<file path="src/rtl/fadd_d_arbiter_pkg.sv">
// Shared types and constants for the double-precision add-unit arbiter.
package fadd_d_arbiter_pkg;

    localparam logic [1:0] ST_IDLE  = 2'd0;
    localparam logic [1:0] ST_ISSUE = 2'd1;
    localparam logic [1:0] ST_WAIT  = 2'd2;
    localparam logic [1:0] ST_RESP  = 2'd3;

    localparam logic [2:0] OP_ADD  = 3'd0;
    localparam logic [2:0] OP_SUB  = 3'd1;
    localparam logic [2:0] OP_EQ   = 3'd2;
    localparam logic [2:0] OP_LT   = 3'd3;
    localparam logic [2:0] OP_LE   = 3'd4;
    localparam logic [2:0] OP_MAX  = 3'd5;
    localparam logic [2:0] OP_MIN  = 3'd6;
    localparam logic [2:0] OP_RSVD = 3'd7;

    typedef struct packed {
        logic [1:0]  state;
        logic [2:0]  op;
        logic [63:0] a;
        logic [63:0] b;
        logic [63:0] res;
        logic        illegal_op;
        logic        overflow;
        logic        err;
    } regs_t;

    localparam regs_t REGS_RST = '{
        state:      ST_IDLE,
        op:         OP_ADD,
        a:          64'd0,
        b:          64'd0,
        res:        64'd0,
        illegal_op: 1'b0,
        overflow:   1'b0,
        err:        1'b0
    };

    // Bit order matches {min,max,le,lt,eq,sub,add}; the reserved code maps to no flag.
    function automatic logic [6:0] op_onehot(input logic [2:0] op);
        logic [6:0] oh;
        oh = '0;
        if (op != OP_RSVD) oh[op] = 1'b1;
        return oh;
    endfunction

endpackage

</file>
<file path="src/rtl/fadd_d_arbiter_rr_pick.sv">
// Combinational round-robin picker: first valid at or after ptr, wrapping.
// Zero latency; no state.
module fadd_d_arbiter_rr_pick #(
    parameter int REQ_NUM = 2,
    parameter int IDW     = 1
) (
    input  logic [REQ_NUM-1:0] vld_i,
    input  logic [IDW-1:0]     ptr_i,
    output logic [REQ_NUM-1:0] gnt_o,
    output logic [IDW-1:0]     idx_o
);

    logic found;
    int   j;

    always_comb begin
        gnt_o = '0;
        idx_o = '0;
        found = 1'b0;
        j     = 0;
        for (int i = 0; i < REQ_NUM; i++) begin
            j = int'(ptr_i) + i;
            if (j >= REQ_NUM) j = j - REQ_NUM;
            if (!found && vld_i[j]) begin
                found    = 1'b1;
                gnt_o[j] = 1'b1;
                idx_o    = IDW'(j);
            end
        end
    end

endmodule

</file>
<file path="src/rtl/fadd_d_arbiter.sv">
// Round-robin arbiter sharing one double-precision add/compare unit; one op in flight,
// tagged response held until accepted, watchdog turns a silent unit into an error response.
module fadd_d_arbiter
    import fadd_d_arbiter_pkg::*;
#(
    parameter  int REQ_NUM = 2,
    parameter  int TAG_W   = 4,
    parameter  int TIMEOUT = 15,
    localparam int IDW     = (REQ_NUM > 1) ? $clog2(REQ_NUM) : 1
) (
    input  logic                     i_clk,
    input  logic                     i_nrst,
    input  logic [REQ_NUM-1:0]       i_req_valid,
    output logic [REQ_NUM-1:0]       o_req_ready,
    input  logic [3*REQ_NUM-1:0]     i_req_op,
    input  logic [64*REQ_NUM-1:0]    i_req_a,
    input  logic [64*REQ_NUM-1:0]    i_req_b,
    input  logic [TAG_W*REQ_NUM-1:0] i_req_tag,
    output logic                     o_fa_ena,
    output logic                     o_fa_add,
    output logic                     o_fa_sub,
    output logic                     o_fa_eq,
    output logic                     o_fa_lt,
    output logic                     o_fa_le,
    output logic                     o_fa_max,
    output logic                     o_fa_min,
    output logic [63:0]              o_fa_a,
    output logic [63:0]              o_fa_b,
    input  logic [63:0]              i_fa_res,
    input  logic                     i_fa_illegal_op,
    input  logic                     i_fa_overflow,
    input  logic                     i_fa_valid,
    input  logic                     i_fa_busy,
    output logic                     o_resp_valid,
    input  logic                     i_resp_ready,
    output logic [IDW-1:0]           o_resp_id,
    output logic [TAG_W-1:0]         o_resp_tag,
    output logic [63:0]              o_resp_res,
    output logic                     o_resp_illegal_op,
    output logic                     o_resp_overflow,
    output logic                     o_resp_err
);

    localparam int CW = $clog2(TIMEOUT + 1);

    regs_t            r_q, r_d;
    logic [TAG_W-1:0] tag_q, tag_d;
    logic [IDW-1:0]   id_q, id_d;
    logic [IDW-1:0]   rr_q, rr_d;
    logic [CW-1:0]    cnt_q, cnt_d;

    logic [REQ_NUM-1:0] pick_gnt;
    logic [IDW-1:0]     pick_idx;
    logic               grant;
    logic [2:0]         win_op;
    logic [6:0]         fa_flags;

    fadd_d_arbiter_rr_pick #(
        .REQ_NUM (REQ_NUM),
        .IDW     (IDW)
    ) u_rr_pick (
        .vld_i (i_req_valid),
        .ptr_i (rr_q),
        .gnt_o (pick_gnt),
        .idx_o (pick_idx)
    );

    // Reset is folded in so the combinational accept is also quiet while reset is held.
    assign grant       = i_nrst && (r_q.state == ST_IDLE) && (|i_req_valid) && !i_fa_busy;
    assign o_req_ready = grant ? pick_gnt : '0;
    assign win_op      = i_req_op[int'(pick_idx)*3 +: 3];

    always_comb begin
        r_d   = r_q;
        tag_d = tag_q;
        id_d  = id_q;
        rr_d  = rr_q;
        cnt_d = cnt_q;
        case (r_q.state)
            ST_IDLE: begin
                if (grant) begin
                    r_d.op = win_op;
                    r_d.a  = i_req_a[int'(pick_idx)*64 +: 64];
                    r_d.b  = i_req_b[int'(pick_idx)*64 +: 64];
                    tag_d  = i_req_tag[int'(pick_idx)*TAG_W +: TAG_W];
                    id_d   = pick_idx;
                    if (win_op == OP_RSVD) begin
                        r_d.res        = '0;
                        r_d.illegal_op = 1'b1;
                        r_d.overflow   = 1'b0;
                        r_d.err        = 1'b0;
                        r_d.state      = ST_RESP;
                    end else begin
                        r_d.state = ST_ISSUE;
                    end
                end
            end
            ST_ISSUE: begin
                cnt_d     = '0;
                r_d.state = ST_WAIT;
            end
            ST_WAIT: begin
                cnt_d = cnt_q + 1'b1;
                // A result arriving on the timeout cycle still counts as a good completion.
                if (i_fa_valid) begin
                    r_d.res        = i_fa_res;
                    r_d.illegal_op = i_fa_illegal_op;
                    r_d.overflow   = i_fa_overflow;
                    r_d.err        = 1'b0;
                    r_d.state      = ST_RESP;
                end else if (cnt_q == CW'(TIMEOUT)) begin
                    r_d.res        = '0;
                    r_d.illegal_op = 1'b0;
                    r_d.overflow   = 1'b0;
                    r_d.err        = 1'b1;
                    r_d.state      = ST_RESP;
                end
            end
            ST_RESP: begin
                if (i_resp_ready) begin
                    rr_d      = (id_q == IDW'(REQ_NUM - 1)) ? '0 : id_q + 1'b1;
                    r_d.state = ST_IDLE;
                end
            end
            default: r_d.state = ST_IDLE;
        endcase
    end

    always_ff @(posedge i_clk or negedge i_nrst) begin
        if (!i_nrst) begin
            r_q   <= REGS_RST;
            tag_q <= '0;
            id_q  <= '0;
            rr_q  <= '0;
            cnt_q <= '0;
        end else begin
            r_q   <= r_d;
            tag_q <= tag_d;
            id_q  <= id_d;
            rr_q  <= rr_d;
            cnt_q <= cnt_d;
        end
    end

    assign o_fa_ena = (r_q.state == ST_ISSUE);
    assign fa_flags = o_fa_ena ? op_onehot(r_q.op) : 7'd0;
    assign {o_fa_min, o_fa_max, o_fa_le, o_fa_lt, o_fa_eq, o_fa_sub, o_fa_add} = fa_flags;
    assign o_fa_a   = r_q.a;
    assign o_fa_b   = r_q.b;

    assign o_resp_valid      = (r_q.state == ST_RESP);
    assign o_resp_id         = id_q;
    assign o_resp_tag        = tag_q;
    assign o_resp_res        = r_q.res;
    assign o_resp_illegal_op = r_q.illegal_op;
    assign o_resp_overflow   = r_q.overflow;
    assign o_resp_err        = r_q.err;

endmodule

</file>
<file path="config.mk">
export PLATFORM = sky130hd
export DESIGN_NAME = fadd_d_arbiter
export DESIGN_NICKNAME = d
export VERILOG_FILES = /design/src/rtl/fadd_d_arbiter_pkg.sv /design/src/rtl/fadd_d_arbiter_rr_pick.sv /design/src/rtl/fadd_d_arbiter.sv
export SDC_FILE = /design/constraint.sdc
export NUM_CORES = 1
export LEC_CHECK = 0
export CORE_AREA = 4 4 243 186
export CTS_CLUSTER_DIAMETER = 40
export DETAILED_ROUTE_END_ITERATION = 8
export DIE_AREA = 0 0 247 190
export GPL_TIMING_DRIVEN = 0
export PLACE_DENSITY_LB_ADDON = 0.05
export SYNTH_ARGS = -nofsm -noshare
export SYNTH_HDL_FRONTEND = slang
export SYNTH_HIERARCHICAL = 1
export SYNTH_SLANG_ARGS = --single-unit
</file>
<file path="constraint.sdc">
create_clock -name i_clk -period 3.75 [get_ports i_clk]
set_clock_uncertainty 0.1 [all_clocks]
set_input_delay 0.75 -clock i_clk [delete_from_list [all_inputs] [get_ports i_clk]]
set_output_delay 0.75 -clock i_clk [all_outputs]
set_load 0.05 [all_outputs]
</file>
==> results.sh, run 1 <==
export IMPL_post_route_period_util=0.9021
export IMPL_rows=66
export IMPL_numCtsBuffers=40
export IMPL_setup_violations=0
export IMPL_grt_antenna_before_repair=5
export IMPL_final_core_util=0.4289
export IMPL_area_growth_pct=73.40
export IMPL_rsz0062_at_grt="no"
export IMPL_max_slew_margin=0.4523
export IMPL_yosys_cell_count_top_type="dfrtp_1"
export IMPL_p_leak_nw=8.271
export IMPL_fin_nets=1958
export IMPL_die_h_um=190
export IMPL_synth_cell_types=38
export IMPL_die_area_um2=46930
export IMPL_htreeDepth=2
export IMPL_port_buffers=553
export IMPL_yosys_register_bits=210
export IMPL_vias=9208
export IMPL_cts_setup_buffers=0
export IMPL_path_clk_slew_ns=0.05
export IMPL_cp_required_ns=2.90
export IMPL_grt_pass1_vias=9564
export IMPL_worstSetupPathType="in2out"
export IMPL_cp_arrival_ns=2.53
export IMPL_grt_max_degree=89
export IMPL_ant_nets=0
export IMPL_viasPerCell=4.151
export IMPL_ys_flop_type="dfrtp_1"
export IMPL_vdd_ir_drop_worst_v=0.0003197
export IMPL_cts_tree="done"
export IMPL_path_max_fanout=19
export IMPL_root_buffer="clkbuf_16"
export IMPL_synth_top_area_frac=0.4957
export IMPL_post_place_cells=2143
export IMPL_syn_nets=1358
export IMPL_async_reset_ff_frac=1.000
export IMPL_ys_warn_count=6
export IMPL_cts_max_path_buffers=3
export IMPL_start_util=0.2474
export IMPL_die_w_um=247
export IMPL_first_iter_violations=278
export IMPL_drv_cap=0
export IMPL_drt_pre_antenna_iters=4
export IMPL_gp_congestion=0.7477
export IMPL_ff2ff_setup_slack_ns=1.03
export IMPL_grt_pass1_wl_mm=62.78
export IMPL_hold_violations=0
export IMPL_outcome="finished clean"
export IMPL_synth_area_top_cells="dfrtp_1 50%, buf_4 14%, mux2i_1 13%"
export IMPL_insertion_delay_ns=0.51
export IMPL_tightest_slew_ns=0.8216
export IMPL_synth_top_area_cell="dfrtp_1"
export IMPL_synthTopCellsByCount="210 x dfrtp_1, 195 x buf_4, 143 x nand2_1"
export IMPL_io_pins=554
export IMPL_min_period_ns=3.383
export IMPL_syn_area_um2=10600
export IMPL_detail_route_wl_per_cell_um=19.76
export IMPL_slew_violations=0
export IMPL_num_fill_cells=4237
export IMPL_yosysSeqAreaShare=0.4957
export IMPL_cp_end_kind="output pin"
export IMPL_hp_class="in2async"
export IMPL_start_kind="input port"
export IMPL_wirelength_mm=43.83
export IMPL_final_cells=2218
export IMPL_gr_total_overflow=0
export IMPL_synth_edf_count=0
export IMPL_synth_cells=1010
export IMPL_drc=0
export IMPL_dp_hpwl_mm=34.52
export IMPL_drive_above_1_share=0.1824
export IMPL_core_um2=42860
export IMPL_numClockSinks=210
export IMPL_fmax_ghz=0.2956
export IMPL_powerDensity_nw_per_um2=896.9
export IMPL_grtUsageTotal=0.1794
export IMPL_avgSynthCellArea_um2=10.50
[layout by cell type, fill, tap and decap left out, types with 2 or more instances in the layout]
cell             count
clkdlybuf4s50_1    550
dfrtp_1            210
buf_4              197
nand2_1            143
mux2i_1            136
o21ai_0             71
o21ai_1             70
a22o_1              65
clkbuf_16           41
clkbuf_1            40
buf_2               18
clkbuf_8            11
inv_1                8
nor2_1               8
nand2b_1             5
nand3_1              5
ha_1                 5
clkinvlp_4           5
buf_6                3
nor2b_1              3
bufinv_16            3
nor3_1               2
nand4_1              2
and2_1               2
a2111oi_0            2
a211o_1              2
a21oi_1              2
clkinv_4             2
inv_6                2
clkinv_2             2
bufbuf_16            2
buf_12               2
buf_16               2
a21boi_1             2
[sequential cells by signal, summed over array words and instances (netlist names)]
| register | cells |
|---|---|
| o_fa_a | 64 |
| r_q | 5 |
| o_fa_b | 64 |
| cnt_q | 4 |
| o_resp_overflow | 1 |
| o_resp_illegal_op | 1 |
| o_resp_id | 1 |
| o_resp_tag | 4 |
| rr_q | 1 |
| o_resp_err | 1 |
| o_resp_res | 64 |
[cell families after synthesis]
group | share of synthesized area
multiplexers | 0.1319
buffers and inverters | 0.1657
AO/OA/AOI/OAI | 0.1324
adder cells (fa/ha/maj) | 0.005901
flip-flops | 0.4957
AND/OR/NAND/NOR | 0.06833
[worst paths after layout]
check,start,endpoint,depth (start not counted)
worst max-delay path,i_fa_busy,o_req_ready[0],7
min in group i_clk,o_fa_a[3]$_DFFE_PN0P_,o_fa_a[3]$_DFFE_PN0P_,2
worst max register to register,rr_q$_DFFE_PN0P_,o_fa_b[60]$_DFFE_PN0P_,7
max in group asynchronous,i_nrst,o_fa_b[35]$_DFFE_PN0P_,2
worst min register to register,o_fa_a[3]$_DFFE_PN0P_,o_fa_a[3]$_DFFE_PN0P_,2
worst min-delay path,i_nrst,o_fa_b[36]$_DFFE_PN0P_,2
[power by group]
part	switching [mW]	internal, mW
sequential	0.504	3.23
combinational	5.44	3.69
clock	1.20	2.42
[stage by stage]
stage          setup WS [ns]  instance area, µm²  power [mW]  hold WS (ns)  TNS [ns]
5_1_grt               0.2192               18380       17.36        0.1256         0
6_report              0.3673               18380       16.49        0.1362         0
4_1_cts               0.3124               18380       16.75        0.1154         0
2_1_floorplan         0.4631               10600       9.896        0.3510         0
3_3_place_gp          -10.18               16860       12.97        0.3625  -3541.48
3_5_place_dp          -1.043               16920       13.00        0.3707    -2.396
[worst max-delay path, cell delays in order]
cell and delay [ns]:
clkdlybuf4s50_1 0.41, nand2b_1 0.21, or3_4 0.45, buf_6 0.19, buf_6 0.19, nor2_1 0.10
buf_4 0.21
[final cells by class]
class / instances / area, µm² / area share
antenna: 1 / 2.502 / 0.0001361
buffer: 251 / 1719 / 0.09352
clock buffer: 57 / 1196 / 0.06507
clock inverter: 14 / 172.7 / 0.009393
inverter: 9 / 33.78 / 0.001838
multi-input combinational: 539 / 3590 / 0.1953
sequential: 210 / 5255 / 0.2859
tap: 578 / 723.2 / 0.03934
timing repair buffer: 559 / 5690 / 0.3096
[per-layer routing]
| layer | routed length, µm | track usage | vias up | share of wire |
|---|---|---|---|---|
| li1 | - | - | 4486 | - |
| met1 | 17980 | 0.2191 | 4362 | 0.41 |
| met2 | 21230 | 0.3047 | 293 | 0.48 |
| met3 | 3900 | 0.06792 | 59 | 0.089 |
| met4 | 666 | 0.03424 | 8 | 0.015 |
| met5 | 47 | 0 | - | 0.0011 |
[timing repair]
item / CTS / global route
hold endpoints to repair: 13 / 0
resized for setup: 13 / 0
setup endpoints to repair: 2 / 0
hold buffers: 2 / 0
(Power assumes the default switching activity.)
==> inputs of run 2 (changes only) <==
- CTS_CLUSTER_SIZE: default -> 8
- PLACE_DENSITY: default -> 0.51
- PLACE_DENSITY_LB_ADDON: 0.05 -> default
==> run 2 against run 1 <==
Count of clock-buffer cells in the layout shrank 1. First-iteration DRC count grew 23%. Critical path depth grew 1. Hold slack lost 0.11 ns. Combinational power is essentially flat. Final area shrank 0.72%. Non-clock buffer count shrank 2. Total power shrank 1.5%. Maximum frequency shrank 2.4%. Via count grew 0.51%. Global-route usage shrank 0.25 points. Largest cell class unchanged.
==> results.sh, run 2 (same netlist as run 1, synthesis figures left out) <==
export IMPL_numClockSinks=210
export IMPL_fin_area_um2=18250
export IMPL_drt_pre_antenna_iters=4
export IMPL_place_area_um2=16890
export IMPL_die_w_um=247
export IMPL_fin_setup_tns_ns=0
export IMPL_dp_hpwl_mm=33.64
export IMPL_path_max_fanout=53
export IMPL_drc=0
export IMPL_hold_violations=0
export IMPL_ant_nets=0
export IMPL_htreeDepth=2
export IMPL_drive_above_1_share=0.1775
export IMPL_vias=9255
export IMPL_first_iter_violations=343
export IMPL_grt_pass1_vias=9848
export IMPL_hold_buffers=0
export IMPL_area_growth_pct=72.15
export IMPL_outcome="finished clean"
export IMPL_io_pins=554
export IMPL_reg2reg_from="rr_q$_DFFE_PN0P_"
export IMPL_final_common_cell="clkdlybuf4s50_1"
export IMPL_fmax_ghz=0.2884
export IMPL_fin_total_pwr_mw=16.24
export IMPL_final_core_util=0.4258
export IMPL_numCtsBuffers=39
export IMPL_layout_setup_ws_ns=0.2826
export IMPL_rsz0062_at_grt="no"
export IMPL_gp_congestion=0.8000
export IMPL_pre_cts_slack_ns=-1.586
export IMPL_post_route_period_util=0.9246
export IMPL_cp_end_kind="output pin"
export IMPL_fin_nets=1955
export IMPL_cts_tree="done"
export IMPL_grt_max_degree=55
export IMPL_critPathSlowestCell="or3_4"
export IMPL_vdd_ir_drop_worst_v=0.0003988
export IMPL_crit_chain="buf_16 > buf_16 > nand2b_1 > or3_4 > buf_6 > buf_6 > nor2_1 > buf_4"
export IMPL_drv_cap=0
export IMPL_tightest_slew_ns=0.9880
export IMPL_die_area_um2=46930
export IMPL_slew_violations=0
export IMPL_root_buffer="clkbuf_16"
export IMPL_path_clk_slew_ns=0.05
export IMPL_start_util=0.2474
export IMPL_start_kind="input port"
export IMPL_min_period_ns=3.467
export IMPL_worstSetupPathType="in2out"
export IMPL_die_h_um=190
export IMPL_grt_pass1_wl_mm=62.77
export IMPL_core_um2=42860
export IMPL_cp_arrival_ns=2.62
export IMPL_worst_path_largest_cell_delay_ns=0.47
export IMPL_grtUsageTotal=0.1769
export IMPL_crit_path_start="i_nrst"
export IMPL_diodes=0
export IMPL_port_buffers=553
export IMPL_grt_antenna_before_repair=1
export IMPL_viasPerCell=4.184
export IMPL_insertion_delay_ns=0.51
export IMPL_powerDensity_nw_per_um2=890.0
export IMPL_mostFrequentLayoutCells="550 x clkdlybuf4s50_1, 210 x dfrtp_1, 197 x buf_4, 143 x nand2_1, 136 x mux2i_1"
export IMPL_gr_total_overflow=0
export IMPL_p_leak_nw=8.224
export IMPL_wirelength_mm=42.91
export IMPL_rows=66
export IMPL_cp_required_ns=2.90
export IMPL_detail_route_wl_per_cell_um=19.40
export IMPL_cts_max_path_buffers=3
export IMPL_max_slew_margin=0.3413
export IMPL_setup_violations=0
export IMPL_hp_class="in2async"
[run 2: stage by stage]
| stage | hold slack [ns] | instances |
|---|---|---|
| finish | 0.03040 | 2212 |
| global route | 0.01189 | 2212 |
| CTS | 0.01144 | 2212 |
| detailed placement | 0.3713 | 2142 |
| global placement | 0.3640 | 2141 |
| floorplan | 0.3510 | 1010 |
[run 2: final timing paths]
path	endpoint	slack, ns	depth (start not counted)
setup / recovery	o_req_ready[0]	0.28	8
hold / removal	r_q[195]$_DFFE_PN0P_	0.03	1
setup reg to reg	o_fa_b[24]$_DFFE_PN0P_	1.04	7
hold reg to reg	o_fa_a[32]$_DFFE_PN0P_	0.37	2
max in group asynchronous	o_fa_b[49]$_DFFE_PN0P_	2.79	2
min in group i_clk	o_fa_a[32]$_DFFE_PN0P_	0.37	2
[run 2: where the power goes]
part | switching, mW | internal [mW]
logic | 5.43 | 3.69
clock network | 1.17 | 2.21
registers | 0.515 | 3.23
total | 7.11 | 9.13
[run 2: worst max-delay path: cells and delay by family]
family,cells,cell delay [ns]
simple gates,3,0.77
buf+inv,5,1.02
[run 2: timing repair]
action                     CTS  global route
buffers inserted             0             0
gates resized for setup     14             0
setup endpoints to repair    2             0
[run 2: area by class of cell]
cell class              count  area [µm²]
repair buffers            557        5673
plain buffers             251        1719
fillers                  4181       24610
inverters                   9       33.78
clock buffers              56        1121
clock inverters            12       135.1
multi-input cells         539        3590
flip-flops and latches    210        5255
well taps                 578       723.2
[run 2: metal layers]
metal	track usage	wire, µm
met5	0	13
met4	0.04318	876
met3	0.04960	3043
met2	0.2998	20790
met1	0.2236	18180
